$ cat config.mk
export PLATFORM = sky130hd
export DESIGN_NAME = seq_restoring_divider
export DESIGN_NICKNAME = d
export VERILOG_FILES = /design/src/rtl/seq_restoring_divider_pkg.sv /design/src/rtl/seq_restoring_divider_div_step.sv /design/src/rtl/seq_restoring_divider_param_adder.sv /design/src/rtl/seq_restoring_divider.sv
export SDC_FILE = /design/constraint.sdc
export NUM_CORES = 1
export LEC_CHECK = 0
export BUFFER_PORTS_ARGS = -buffer_cell sky130_fd_sc_hd__buf_4
export CAP_MARGIN = 20
export CORE_ASPECT_RATIO = 1.5
export CORE_MARGIN = 1.5
export CORE_UTILIZATION = 55
export DETAILED_ROUTE_END_ITERATION = 10
export PLACE_DENSITY = 0.82
export SLEW_MARGIN = 5
export SYNTH_ARGS = -nofsm -noshare
export SYNTH_HDL_FRONTEND = slang
export SYNTH_SLANG_ARGS = --single-unit
$ cat constraint.sdc
create_clock -name i_clk -period 2.8 [get_ports i_clk]
set_input_delay 0.84 -clock i_clk [delete_from_list [all_inputs] [get_ports i_clk]]
set_output_delay 0.84 -clock i_clk [all_outputs]
set_load 0.02 [all_outputs]
$ cat src/rtl/seq_restoring_divider_pkg.sv
`default_nettype none
// ============================================================================
// Module      : seq_restoring_divider_pkg
// Description : Shared state encoding and default sizing for the sequential
//               restoring divider.
// Revision    : 1.0 - initial release
// ============================================================================
package seq_restoring_divider_pkg;

   // Default operand width and matching step-counter width (2**CNT_W > WIDTH)
   localparam int DEF_WIDTH = 4;
   localparam int DEF_CNT_W = 3;

   // Controller states
   typedef enum logic [1:0] {
      S_IDLE = 2'd0,
      S_CALC = 2'd1,
      S_DONE = 2'd2
   } state_t;

endpackage : seq_restoring_divider_pkg
`default_nettype wire

$ cat src/rtl/seq_restoring_divider_div_step.sv
`default_nettype none
// ============================================================================
// Module      : div_step
// Description : One combinational restoring-division iteration: shift the
//               partial remainder/quotient pair left, trial-subtract the
//               divisor, keep the difference only when no borrow occurs.
// Revision    : 1.0 - initial release
// ============================================================================
module div_step #(
   parameter int WIDTH = 4
) (
   input  logic [WIDTH:0]   rem_i,
   input  logic [WIDTH-1:0] quo_i,
   input  logic [WIDTH-1:0] div_i,
   output logic [WIDTH:0]   rem_o,
   output logic [WIDTH-1:0] quo_o
);

   logic [WIDTH:0] w_rem_sh;
   logic [WIDTH:0] w_trial;
   logic           w_no_borrow;
   logic           w_unused_msb;

   // The partial remainder is always below the divisor, so its top bit is
   // zero on entry and is shifted out without loss.
   assign w_unused_msb = rem_i[WIDTH];

   // {R,Q} << 1: quotient MSB moves into the remainder LSB
   assign w_rem_sh = {rem_i[WIDTH-1:0], quo_i[WIDTH-1]};

   // Trial subtraction R' - {0,div} as R' + ~{0,div} + 1; carry-out means no borrow
   param_adder #(
      .WIDTH (WIDTH + 1)
   ) u_sub (
      .a_i    (w_rem_sh),
      .b_i    (~{1'b0, div_i}),
      .cin_i  (1'b1),
      .sum_o  (w_trial),
      .cout_o (w_no_borrow)
   );

   assign rem_o = w_no_borrow ? w_trial : w_rem_sh;
   assign quo_o = {quo_i[WIDTH-2:0], w_no_borrow};

endmodule : div_step
`default_nettype wire

$ cat src/rtl/seq_restoring_divider_param_adder.sv
`default_nettype none
// ============================================================================
// Module      : param_adder
// Description : Parameterised ripple-carry adder with carry-in and carry-out.
// Revision    : 1.0 - initial release
// ============================================================================
module param_adder #(
   parameter int WIDTH = 5
) (
   input  logic [WIDTH-1:0] a_i,
   input  logic [WIDTH-1:0] b_i,
   input  logic             cin_i,
   output logic [WIDTH-1:0] sum_o,
   output logic             cout_o
);

   logic [WIDTH:0] w_carry;

   assign w_carry[0] = cin_i;

   // One full-adder cell per bit, carry rippling from LSB to MSB
   for (genvar gi = 0; gi < WIDTH; gi++) begin : g_bit
      assign sum_o[gi]     = a_i[gi] ^ b_i[gi] ^ w_carry[gi];
      assign w_carry[gi+1] = (a_i[gi] & b_i[gi]) | (w_carry[gi] & (a_i[gi] ^ b_i[gi]));
   end

   assign cout_o = w_carry[WIDTH];

endmodule : param_adder
`default_nettype wire

$ cat src/rtl/seq_restoring_divider.sv
`default_nettype none
// ============================================================================
// Module      : seq_restoring_divider
// Description : Sequential unsigned restoring divider, one quotient bit per
//               clock, with a start/done handshake and divide-by-zero flag.
// Revision    : 1.0 - initial release
// ============================================================================
module seq_restoring_divider
   import seq_restoring_divider_pkg::*;
#(
   parameter int WIDTH = DEF_WIDTH,
   parameter int CNT_W = DEF_CNT_W
) (
   input  logic             i_clk,
   input  logic             i_rst_n,
   input  logic             i_start,
   input  logic [WIDTH-1:0] i_dividend,
   input  logic [WIDTH-1:0] i_divisor,
   output logic             o_busy,
   output logic             o_done,
   output logic [WIDTH-1:0] o_quotient,
   output logic [WIDTH-1:0] o_remainder,
   output logic             o_div_zero
);

   state_t             state_q,     state_d;
   logic [CNT_W-1:0]   cnt_q,       cnt_d;
   logic [WIDTH-1:0]   div_q,       div_d;
   logic [WIDTH:0]     rem_q,       rem_d;
   logic [WIDTH-1:0]   quo_q,       quo_d;
   logic               busy_q,      busy_d;
   logic               done_q,      done_d;
   logic [WIDTH-1:0]   quotient_q,  quotient_d;
   logic [WIDTH-1:0]   remainder_q, remainder_d;
   logic               div_zero_q,  div_zero_d;

   logic [WIDTH:0]     step_rem;
   logic [WIDTH-1:0]   step_quo;

   div_step #(
      .WIDTH (WIDTH)
   ) u_step (
      .rem_i (rem_q),
      .quo_i (quo_q),
      .div_i (div_q),
      .rem_o (step_rem),
      .quo_o (step_quo)
   );

   // Next-state logic: start acceptance, iteration and result capture
   always_comb begin
      state_d     = state_q;
      cnt_d       = cnt_q;
      div_d       = div_q;
      rem_d       = rem_q;
      quo_d       = quo_q;
      busy_d      = 1'b0;
      done_d      = 1'b0;
      quotient_d  = quotient_q;
      remainder_d = remainder_q;
      div_zero_d  = div_zero_q;

      case (state_q)
         S_CALC: begin
            // Start requests are ignored here; operands stay latched
            rem_d = step_rem;
            quo_d = step_quo;
            cnt_d = cnt_q - 1'b1;
            if (cnt_q == CNT_W'(1)) begin
               state_d     = S_DONE;
               done_d      = 1'b1;
               quotient_d  = step_quo;
               remainder_d = step_rem[WIDTH-1:0];
               div_zero_d  = 1'b0;
            end else begin
               busy_d = 1'b1;
            end
         end
         default: begin
            // IDLE and DONE both accept a new start (back-to-back operation)
            state_d = S_IDLE;
            if (i_start) begin
               div_d      = i_divisor;
               rem_d      = '0;
               quo_d      = i_dividend;
               cnt_d      = CNT_W'(WIDTH);
               div_zero_d = 1'b0;
               if (i_divisor == '0) begin
                  // Divide-by-zero finishes immediately with saturated quotient
                  state_d     = S_DONE;
                  done_d      = 1'b1;
                  quotient_d  = '1;
                  remainder_d = i_dividend;
                  div_zero_d  = 1'b1;
               end else begin
                  state_d = S_CALC;
                  busy_d  = 1'b1;
               end
            end
         end
      endcase
   end

   // State and registered outputs; async reset aborts any operation in flight
   always_ff @(posedge i_clk or negedge i_rst_n) begin
      if (!i_rst_n) begin
         state_q     <= S_IDLE;
         cnt_q       <= '0;
         div_q       <= '0;
         rem_q       <= '0;
         quo_q       <= '0;
         busy_q      <= 1'b0;
         done_q      <= 1'b0;
         quotient_q  <= '0;
         remainder_q <= '0;
         div_zero_q  <= 1'b0;
      end else begin
         state_q     <= state_d;
         cnt_q       <= cnt_d;
         div_q       <= div_d;
         rem_q       <= rem_d;
         quo_q       <= quo_d;
         busy_q      <= busy_d;
         done_q      <= done_d;
         quotient_q  <= quotient_d;
         remainder_q <= remainder_d;
         div_zero_q  <= div_zero_d;
      end
   end

   assign o_busy      = busy_q;
   assign o_done      = done_q;
   assign o_quotient  = quotient_q;
   assign o_remainder = remainder_q;
   assign o_div_zero  = div_zero_q;

endmodule : seq_restoring_divider
`default_nettype wire
Word-level counts from Yosys, hierarchy flattened
Index checks and enable logic that the tools add are counted.
{"block": "op_classes", "addsub": 1, "multipliers": 0, "n_div": 0, "order_cmp": 0, "n_eq_ne": 3, "shift": 0, "muxes": 30, "bitwise_logic": 25, "n_reduce_logical": 6}
{"operator": "two-way mux 4 bit", "count": 13}
{"operator": "two-way mux 1 bit", "count": 11}
{"operator": "bitwise AND 1 bit", "count": 9}
{"operator": "two-way mux 2 bit", "count": 4}
{"operator": "XOR 1 bit", "count": 8}
{"operator": "two-way mux 3 bit", "count": 2}
{"operator": "NOT 4 -> 5 bit", "count": 1}
{"operator": "OR 1 bit", "count": 5}
{"operator": "zero test 4 bit", "count": 1}
{"operator": "AND reduction 2 bit", "count": 2}
{"operator": "nonzero test 2 bit", "count": 2}
{"operator": "== test 3 x 1 -> 1 bit, second input constant", "count": 1}
{"operator": "AND reduction 3 bit", "count": 1}
{"operator": "subtractor 3 x 1 -> 3 bit, second input constant", "count": 1}
{"operator": "== test 2 x 1 -> 1 bit, second input constant", "count": 1}
{"operator": "inequality test 2 bit, second input constant", "count": 1}
{"operator": "NOT 1 bit", "count": 2}
{"block": "word_totals", "regBits": 28, "latch_bits": 0, "ram_bits": 0, "romBits": 0, "inputBits": 11, "n_memories": 0}

Longest topological paths before layout
Gate-level depths: netlist (run 1).
{"block": "logic_depth", "ltp_word": 14, "mapped_depth": 11, "ltp_nobuf": 10}

Cells and area by module
A second synthesis (run 1) with hierarchy kept.
{"block": "hier_totals", "cells_unflattened": 129, "hier_area_um2": 1541.5}
{"mod": "seq_restoring_divider", "instances": 1, "cells_per_inst": 100, "area_per_inst_um2": 1298.7, "seq_area_each_um2": 725.7}
{"mod": "param_adder", "instances": 1, "cells_per_inst": 15, "area_per_inst_um2": 137.6, "seq_area_each_um2": 0.0}
{"mod": "div_step", "instances": 1, "cells_per_inst": 14, "area_per_inst_um2": 105.1, "seq_area_each_um2": 0.0}

Worst setup path before layout (run 1)
Ideal clock, no wire load.
{"block": "synth_path", "path_type": "register -> register", "start": "register quo_q[3]", "end": "register remainder_q[0] (netlist: o_remainder[0])", "arrival_ns": 2.331, "slack_ns": 0.365, "stages_incl_launch_ff": 12, "synth_period_minus_slack_ns": 2.435, "cell_sequence": "dfrtp_1 -> inv_1 -> ha_1 -> inv_1 -> fa_1 -> fa_1 -> inv_1 -> fa_1 -> nor2b_1 -> buf_2 -> mux2_2 -> a221oi_1"}
{"block": "synth_between", "elab_chain_cells": 13}
{"element": "start: declaration", "line": "seq_restoring_divider.sv:30", "source": "logic [WIDTH-1:0] quo_q, quo_d;"}
{"element": "start signal: assignment", "line": "seq_restoring_divider.sv:122", "source": "quo_q <= quo_d;"}
{"element": "bitwise AND 1 bit or XOR 1 bit (tied branches)", "line": "seq_restoring_divider_param_adder.sv:24, seq_restoring_divider_param_adder.sv:23"}
{"element": "OR 1 bit", "line": "seq_restoring_divider_param_adder.sv:24", "source": "assign w_carry[gi+1] = (a_i[gi] & b_i[gi]) | (w_carry[gi] & (a_i[gi] ^ b_i[gi]));"}
{"element": "bitwise AND 1 bit", "line": "seq_restoring_divider_param_adder.sv:24"}
{"element": "OR 1 bit", "line": "seq_restoring_divider_param_adder.sv:24"}
{"element": "bitwise AND 1 bit", "line": "seq_restoring_divider_param_adder.sv:24"}
{"element": "OR 1 bit", "line": "seq_restoring_divider_param_adder.sv:24"}
{"element": "bitwise AND 1 bit", "line": "seq_restoring_divider_param_adder.sv:24"}
{"element": "OR 1 bit", "line": "seq_restoring_divider_param_adder.sv:24"}
{"element": "bitwise AND 1 bit", "line": "seq_restoring_divider_param_adder.sv:24"}
{"element": "OR 1 bit", "line": "seq_restoring_divider_param_adder.sv:24"}
{"element": "two-way mux 4 bit (*)", "line": "seq_restoring_divider_div_step.sv:42", "source": "assign rem_o = w_no_borrow ? w_trial : w_rem_sh;"}
{"element": "two-way mux 4 bit (*)", "line": "seq_restoring_divider.sv:69", "source": "if (cnt_q == CNT_W'(1)) begin"}
{"element": "two-way mux 4 bit (*)", "line": "seq_restoring_divider.sv:63", "source": "case (state_q)"}
{"element": "end signal: assignment", "line": "seq_restoring_divider.sv:126", "source": "remainder_q <= remainder_d;"}
{"element": "end: declaration", "line": "seq_restoring_divider.sv:34", "source": "logic [WIDTH-1:0] remainder_q, remainder_d;"}
Every way passes the cells marked *; elsewhere a longest branch is shown, timed or not. The select of a mux whose other input is x is not followed.
A chain may end at the register's enable or synchronous reset.

Worst setup path after layout (run 1)
Same ends and word-level chain as after synthesis.

==> impl_metrics.sql, run 1 <==
INSERT INTO impl_metrics (metric_group, metric, value, unit) VALUES
('finish', 'design.final.nets', '162', ''),
('setup_path', 'cp_top_family', 'adder cells', ''),
('finish', 'multi_input_comb_area', '599', 'um2'),
('global_routing', 'grt_usage', '21.7', '%'),
('finish', 'finish.instance_area', '0.00157', 'mm2'),
('setup_path', 'worst-endpoint-arrival', '2830', 'ps'),
('setup_path', 'worstPathCellList', 'inv_1, ha_1, inv_1, fa_1, fa_1, inv_1, fa_1, nor2b_2, mux2_2, a221oi_1', ''),
('finish', 'seq_area', '701', 'um2'),
('setup_path', 'critical_path_fanouts_max', '3', ''),
('min_path', 'worstHoldPathType', 'in2async', ''),
('yosys', 'yosys.area_share.xor_xnor', '0', '%'),
('setup_path', 'critical_path_class', 'reg2reg', ''),
('pwr', 'power-per-cell-area', '1190', 'mW/mm2'),
('clock_network', 'cts.htree.levels', '1', ''),
('timing', 'timing.final.crit_share', '93.4', '%'),
('timing', 'max_clock_freq', '382', 'MHz'),
('yosys', 'seq_area_frac_synth', '51.0', '%'),
('finish', 'most-common-layout-cells', 'sky130_fd_sc_hd__dfrtp_1, sky130_fd_sc_hd__buf_4, sky130_fd_sc_hd__inv_1, sky130_fd_sc_hd__o21ai_0, sky130_fd_sc_hd__nor2_1', ''),
('timing', 'finalSetupViolations', '0', ''),
('die', 'die_width', '43.8', 'um'),
('clock_network', 'cts_setup_buffers', '0', ''),
('drt', 'drt_wl_total', '2.79', 'mm'),
('setup_path', 'critPathLaunchType', 'flop', ''),
('timing', 'post_route_setup_tns', '0', 'ps'),
('timing', 'final_count_of_pins_violating_max_slew', '0', ''),
('timing', 'worstMarginPinSlew', '657', 'ps'),
('clock_network', 'cts_root_buf', 'sky130_fd_sc_hd__clkbuf_4', ''),
('global_routing', 'antenna_found_initial', '0', ''),
('yosys', 'yosys.area_share.adder', '7.11', '%'),
('yosys', 'synth-simple-area-share', '13.9', '%'),
('die', 'initial_core_util', '57.3', '%'),
('timing', 'hold_viol', '0', ''),
('global_routing', 'overflow', '0', ''),
('finish', 'fillerInstances', '176', ''),
('drt', 'routed_length_per_instance', '16.7', 'um'),
('yosys', 'yosys_register_bits', '28', ''),
('global_routing', 'wire_length_of_the_first_global_routing_pass', '4.53', 'mm'),
('yosys', 'yosys-mux-area-fraction', '9.30', '%'),
('drt', 'dr.first_iter.drc_count', '46', ''),
('yosys', 'synth.top_cell.area_share', '51.0', '%'),
('timing', 'max_slew_margin', '56.2', '%'),
('timing', 'period_needed', '2620', 'ps'),
('pwr', 'peakVddDrop', '0.633', 'mV'),
('setup_path', 'cp_slowest_cell', 'sky130_fd_sc_hd__dfrtp_1', ''),
('die', 'floorplan.die_area', '0.00281', 'mm2'),
('place', 'io_buffer_count', '21', ''),
('yosys', 'syn-mean-instance-area', '11.1', 'um2'),
('place', 'detailed_place.area', '0.00154', 'mm2'),
('yosys', 'synth_top_cells_by_area', 'sky130_fd_sc_hd__dfrtp_1, sky130_fd_sc_hd__mux2_2, sky130_fd_sc_hd__fa_1, sky130_fd_sc_hd__mux2i_1, sky130_fd_sc_hd__o21ai_0', ''),
('die', 'core_box_area', '0.00239', 'mm2'),
('drt', 'drc_errors', '0', ''),
('finish', 'fin_util', '65.6', '%'),
('clock_network', 'worst_skew_pair.late_latency', '320', 'ps'),
('setup_path', 'data_required_time_of_the_worst_path', '3020', 'ps'),
('die', 'io-pin-count', '22', ''),
('die', 'core.rowCount', '22', ''),
('yosys', 'yosys.cell_types.count', '26', ''),
('global_routing', 'pin_count_of_the_biggest_net_entering_global_routing', '29', ''),
('run', 'cap_viol_max_count', '0', ''),
('timing', 'rsz0062_at_grt', 'false', ''),
('die', 'die_height', '64.2', 'um'),
('clock_network', 'clk_pin_slew_worst_paths', '130', 'ps'),
('clock_network', 'clock_sinks', '28', ''),
('finish', 'final_common_cell', 'sky130_fd_sc_hd__dfrtp_1', ''),
('pwr', 'leakagePower', '0.732', 'nW'),
('place', 'dp_hpwl', '2.08', 'mm'),
('clock_network', 'clockBufferDepth', '2', ''),
('outcome', 'run_status', 'complete, no violations', ''),
('drt', 'dr_total_vias', '1006', ''),
('finish', 'insertedDiodeCount', '0', ''),
('drt', 'first_pass_iters', '6', '');
## final timing paths
path / startpoint / to / slack (ps) / cells past startpoint
worst max-delay path: quo_q[3] / o_remainder[0] / 180 / 10
worst min-delay path: i_rst_n / state_q[1] / 400 / 1
worst max register to register: quo_q[3] / o_remainder[0] / 180 / 10
worst min register to register: cnt_q[2] / cnt_q[2] / 510 / 1
max in group asynchronous: i_rst_n / o_remainder[0] / 2140 / 1
min in group i_clk: cnt_q[2] / cnt_q[2] / 510 / 1
## power breakdown
| group | internal (mW) | total [mW] | switching (mW) |
|---|---|---|---|
| registers | 0.600 | 0.725 | 0.124 |
| clock network | 0.0505 | 0.157 | 0.107 |
| logic | 0.434 | 0.991 | 0.557 |
## metrics by stage
step	cells	total power, mW	setup slack [ps]
final	167	1.87	184
after CTS	167	1.86	157
after global routing	167	2.02	3.20
after global placement	164	1.62	306
after detailed placement	164	1.70	177
after floorplan	124	1.39	365
## repair_timing
action | in CTS | in global routing
gates resized for setup | 0 | 2
hold buffers | 0 | 0
hold endpoints to repair | 0 | 0
endpoints found under the setup margin | 0 | 2
## cell type report
class / instances / area share, %
flip-flops and latches: 28 / 44.6
multi-input cells: 76 / 38.2
repair buffers: 22 / 10.5
inverters: 14 / 3.35
well taps: 24 / 1.91
clock buffers: 3 / 1.43
## routing by layer
| layer | routed length (um) | vias to the layer above | global-route usage, % |
|---|---|---|---|
| met5 | 0 | - | 0 |
| met1 | 1030 | 488 | 24.7 |
| met2 | 1530 | 37 | 38.6 |
| li1 | - | 473 | - |
| met3 | 155 | 8 | 2.26 |
| met4 | 71 | 0 | 10.2 |
## cells by family (layout without fill, tap and decap cells)
group,count (synthesis),after routing
multiplexers,12,12
flip-flops,28,28
AO/OA/AOI/OAI,27,27
AND/OR/NAND/NOR,31,31
buffers and inverters,20,39
adder cells (fa/ha/maj),6,6
## synth_stat cells (all sizes together), types with 2 or more instances
master,count
inv,14
o21ai,11
ha,3
a221oi,4
mux2i,6
a21oi,5
nand2,6
nor2,9
nand3,7
a311oi,4
nor2b,2
buf,5
fa,3
mux2,6
dfrtp,28
## state kept, by name, indices dropped and copies added (netlist names)
name and flops:
o_busy 1, o_done 1, div_q 4, o_quotient 4, o_remainder 4, cnt_q 3
quo_q 4, rem_q 4, o_div_zero 1, state_q 2
No activity file was read; power rests on OpenSTA's default activity.
==> inputs of run 2 (changes only) <==
CORE_UTILIZATION = 56   (was 55)
SYNTH_HIERARCHICAL = 1   (was unset)
==> impl_metrics.sql, run 2 <==
INSERT INTO impl_metrics (metric_group, metric, value, unit) VALUES
('pwr', 'sequentialPowerShare', '36.4', '%'),
('pwr', 'post-layout-total-power', '1.98', 'mW'),
('setup_path', 'critical_path_fanouts_max', '5', ''),
('drt', 'first_pass_iters', '4', ''),
('die', 'core_box_area', '0.00248', 'mm2'),
('finish', 'insertedDiodeCount', '0', ''),
('pwr', 'leakagePower', '0.844', 'nW'),
('clock_network', 'tritoncts_buffers', '3', ''),
('clock_network', 'cts_root_buf', 'sky130_fd_sc_hd__clkbuf_4', ''),
('pwr', 'power_frac_clock', '8.0', '%'),
('finish', 'most-common-layout-cells', 'sky130_fd_sc_hd__dfrtp_1, sky130_fd_sc_hd__buf_4, sky130_fd_sc_hd__inv_1', ''),
('die', 'die_height', '66.2', 'um'),
('pwr', 'comb_power_share', '55.6', '%'),
('clock_network', 'clk_pin_slew_worst_paths', '140', 'ps'),
('yosys', 'netlist_instances', '123', ''),
('finish', 'syn2layout_area_growth', '13.2', '%'),
('timing', 'hold_viol', '0', ''),
('finish', 'layoutNonFillerInstCount', '167', ''),
('setup_path', 'reg2reg_from', 'div_q[0]', ''),
('timing', 'worstMarginPinSlew', '552', 'ps'),
('run', 'cap_viol_max_count', '0', ''),
('setup_path', 'worst-endpoint-arrival', '3220', 'ps'),
('finish', 'finish.instance_area', '0.00169', 'mm2'),
('pwr', 'peakVddDrop', '0.593', 'mV'),
('place', 'post-place-cells', '163', ''),
('global_routing', 'grt_usage', '21.0', '%'),
('global_routing', 'pin_count_of_the_biggest_net_entering_global_routing', '29', ''),
('drt', 'antenna_violating_nets_post_route', '0', ''),
('die', 'floorplan.die_area', '0.00298', 'mm2'),
('timing', 'timing.final.crit_share', '107', '%'),
('global_routing', 'overflow', '0', ''),
('clock_network', 'clockBufferDepth', '2', ''),
('outcome', 'run_status', 'finished, violations left', ''),
('yosys', 'yosysWarnings', '6', ''),
('pwr', 'netSwitchingFraction', '38.9', '%'),
('yosys', 'post_synth_instance_area', '0.00149', 'mm2'),
('timing', 'post_route_setup_tns', '-700', 'ps'),
('yosys', 'syn-mean-instance-area', '12.1', 'um2'),
('setup_path', 'critPathLaunchType', 'flop', ''),
('global_routing', 'grt_pass1_vias', '975', ''),
('clock_network', 'worst_skew_pair.late_latency', '320', 'ps'),
('timing', 'final_count_of_pins_violating_max_slew', '0', ''),
('timing', 'finalSetupViolations', '4', ''),
('setup_path', 'worst_setup_path_end_kind', 'flop', ''),
('die', 'io-pin-count', '22', ''),
('drt', 'routed_length_per_instance', '16.2', 'um'),
('setup_path', 'cp-startpoint', 'div_q[0]', ''),
('clock_network', 'cts_tree', 'built', ''),
('drt', 'drc_errors', '0', ''),
('clock_network', 'cts.htree.levels', '1', ''),
('place', 'io_buffer_count', '21', ''),
('timing', 'rsz0062_at_grt', 'true', ''),
('place', 'final_gp_congestion', '0.877', ''),
('place', 'detailed_place.area', '0.00165', 'mm2'),
('pwr', 'internal_power', '1.21', 'mW'),
('pwr', 'power-per-cell-area', '1180', 'mW/mm2'),
('setup_path', 'data_required_time_of_the_worst_path', '3020', 'ps'),
('global_routing', 'wire_length_of_the_first_global_routing_pass', '4.39', 'mm'),
('drt', 'vias_per_cell', '5.58', ''),
('die', 'initial_core_util', '60.1', '%'),
('drt', 'drt_wl_total', '2.71', 'mm'),
('pwr', 'power.switching', '771', 'uW'),
('timing', 'period_needed', '2990', 'ps'),
('global_routing', 'antenna_found_initial', '0', ''),
('drt', 'dr.first_iter.drc_count', '20', ''),
('min_path', 'worstHoldPathType', 'in2async', ''),
('setup_path', 'critical_path_class', 'reg2reg', ''),
('timing', 'max_slew_margin', '63.2', '%'),
('timing', 'max_clock_freq', '334', 'MHz'),
('timing', 'finClkSkew', '4.00', 'ps'),
('drt', 'dr_total_vias', '932', ''),
('outcome', 'violations_in_the_final_reports', 'negative setup slack', ''),
('clock_network', 'clock_sinks', '28', ''),
('finish', 'final_common_cell', 'sky130_fd_sc_hd__dfrtp_1', ''),
('die', 'core.rowCount', '22', ''),
('timing', 'final_ws_setup', '-194', 'ps'),
('finish', 'fraction_of_layout_cells_with_a_size_suffix_above_1', '39.9', '%'),
('die', 'die_width', '45.1', 'um'),
('place', 'dp_hpwl', '2.18', 'mm'),
('finish', 'design.final.nets', '163', '');
## run 2: layout make-up
| class | count | area [um2] |
|---|---|---|
| Sequential cell | 28 | 701 |
| Timing Repair Buffer | 24 | 180 |
| Tap cell | 24 | 30.0 |
| Multi-Input combinational cell | 70 | 682 |
| Fill cell | 191 | 792 |
| Clock buffer | 3 | 22.5 |
| Inverter | 18 | 70.1 |
## run 2: critical path, stage by stage (launching register included)
cell and delay [ps]:
sky130_fd_sc_hd__dfrtp_1 390, sky130_fd_sc_hd__inv_2 50, sky130_fd_sc_hd__fa_2 340, sky130_fd_sc_hd__inv_2 60, sky130_fd_sc_hd__fa_2 180, sky130_fd_sc_hd__inv_2 40
sky130_fd_sc_hd__fa_2 330, sky130_fd_sc_hd__fa_2 340, sky130_fd_sc_hd__inv_2 70, sky130_fd_sc_hd__fa_2 220, sky130_fd_sc_hd__inv_4 50, sky130_fd_sc_hd__mux2_2 280
sky130_fd_sc_hd__mux2_4 270, sky130_fd_sc_hd__mux2_4 270
## run 2: power groups by stage
stage	logic (mW)	registers (mW)	clock network, mW
after detailed placement	1.07	0.728	0
after CTS	1.09	0.720	0.165
after global routing	1.21	0.740	0.178
final	1.10	0.721	0.159
after floorplan	0.766	0.781	0
after global placement	1.02	0.710	0
## run 2: worst paths after layout
check                                 end  slack [ps]  depth (start not counted)
min in group i_clk               cnt_q[2]         520                          1
max reg2reg                o_remainder[0]        -190                         13
max                        o_remainder[0]        -190                         13
max in group asynchronous        div_q[3]        2140                          1
min                              quo_q[0]         400                          1
min reg2reg                      cnt_q[2]         520                          1
## run 2: metal layers
metal	part of all wire (%)	GRT usage, %	routed length, um
met2	59	39.6	1610
met4	1.2	7.35	33
met1	37	22.5	1010
met3	2.2	2.73	60
met5	0	0	0
## run 2: stage by stage
stage / setup slack, ps / hold slack, ps / util, %
2_1_floorplan: -57.3 / 458 / -
5_1_grt: -276 / 418 / 68.0
6_report: -194 / 401 / 68.0
4_1_cts: -187 / 411 / 67.6
3_5_place_dp: -205 / 497 / 66.6
3_3_place_gp: -117 / 477 / 66.6
## run 2: what timing repair did
item	4_1_cts	5_1_grt
setup endpoints to repair	4	4
gates resized for setup	1	2
hold buffers	0	0
buffers inserted	0	1
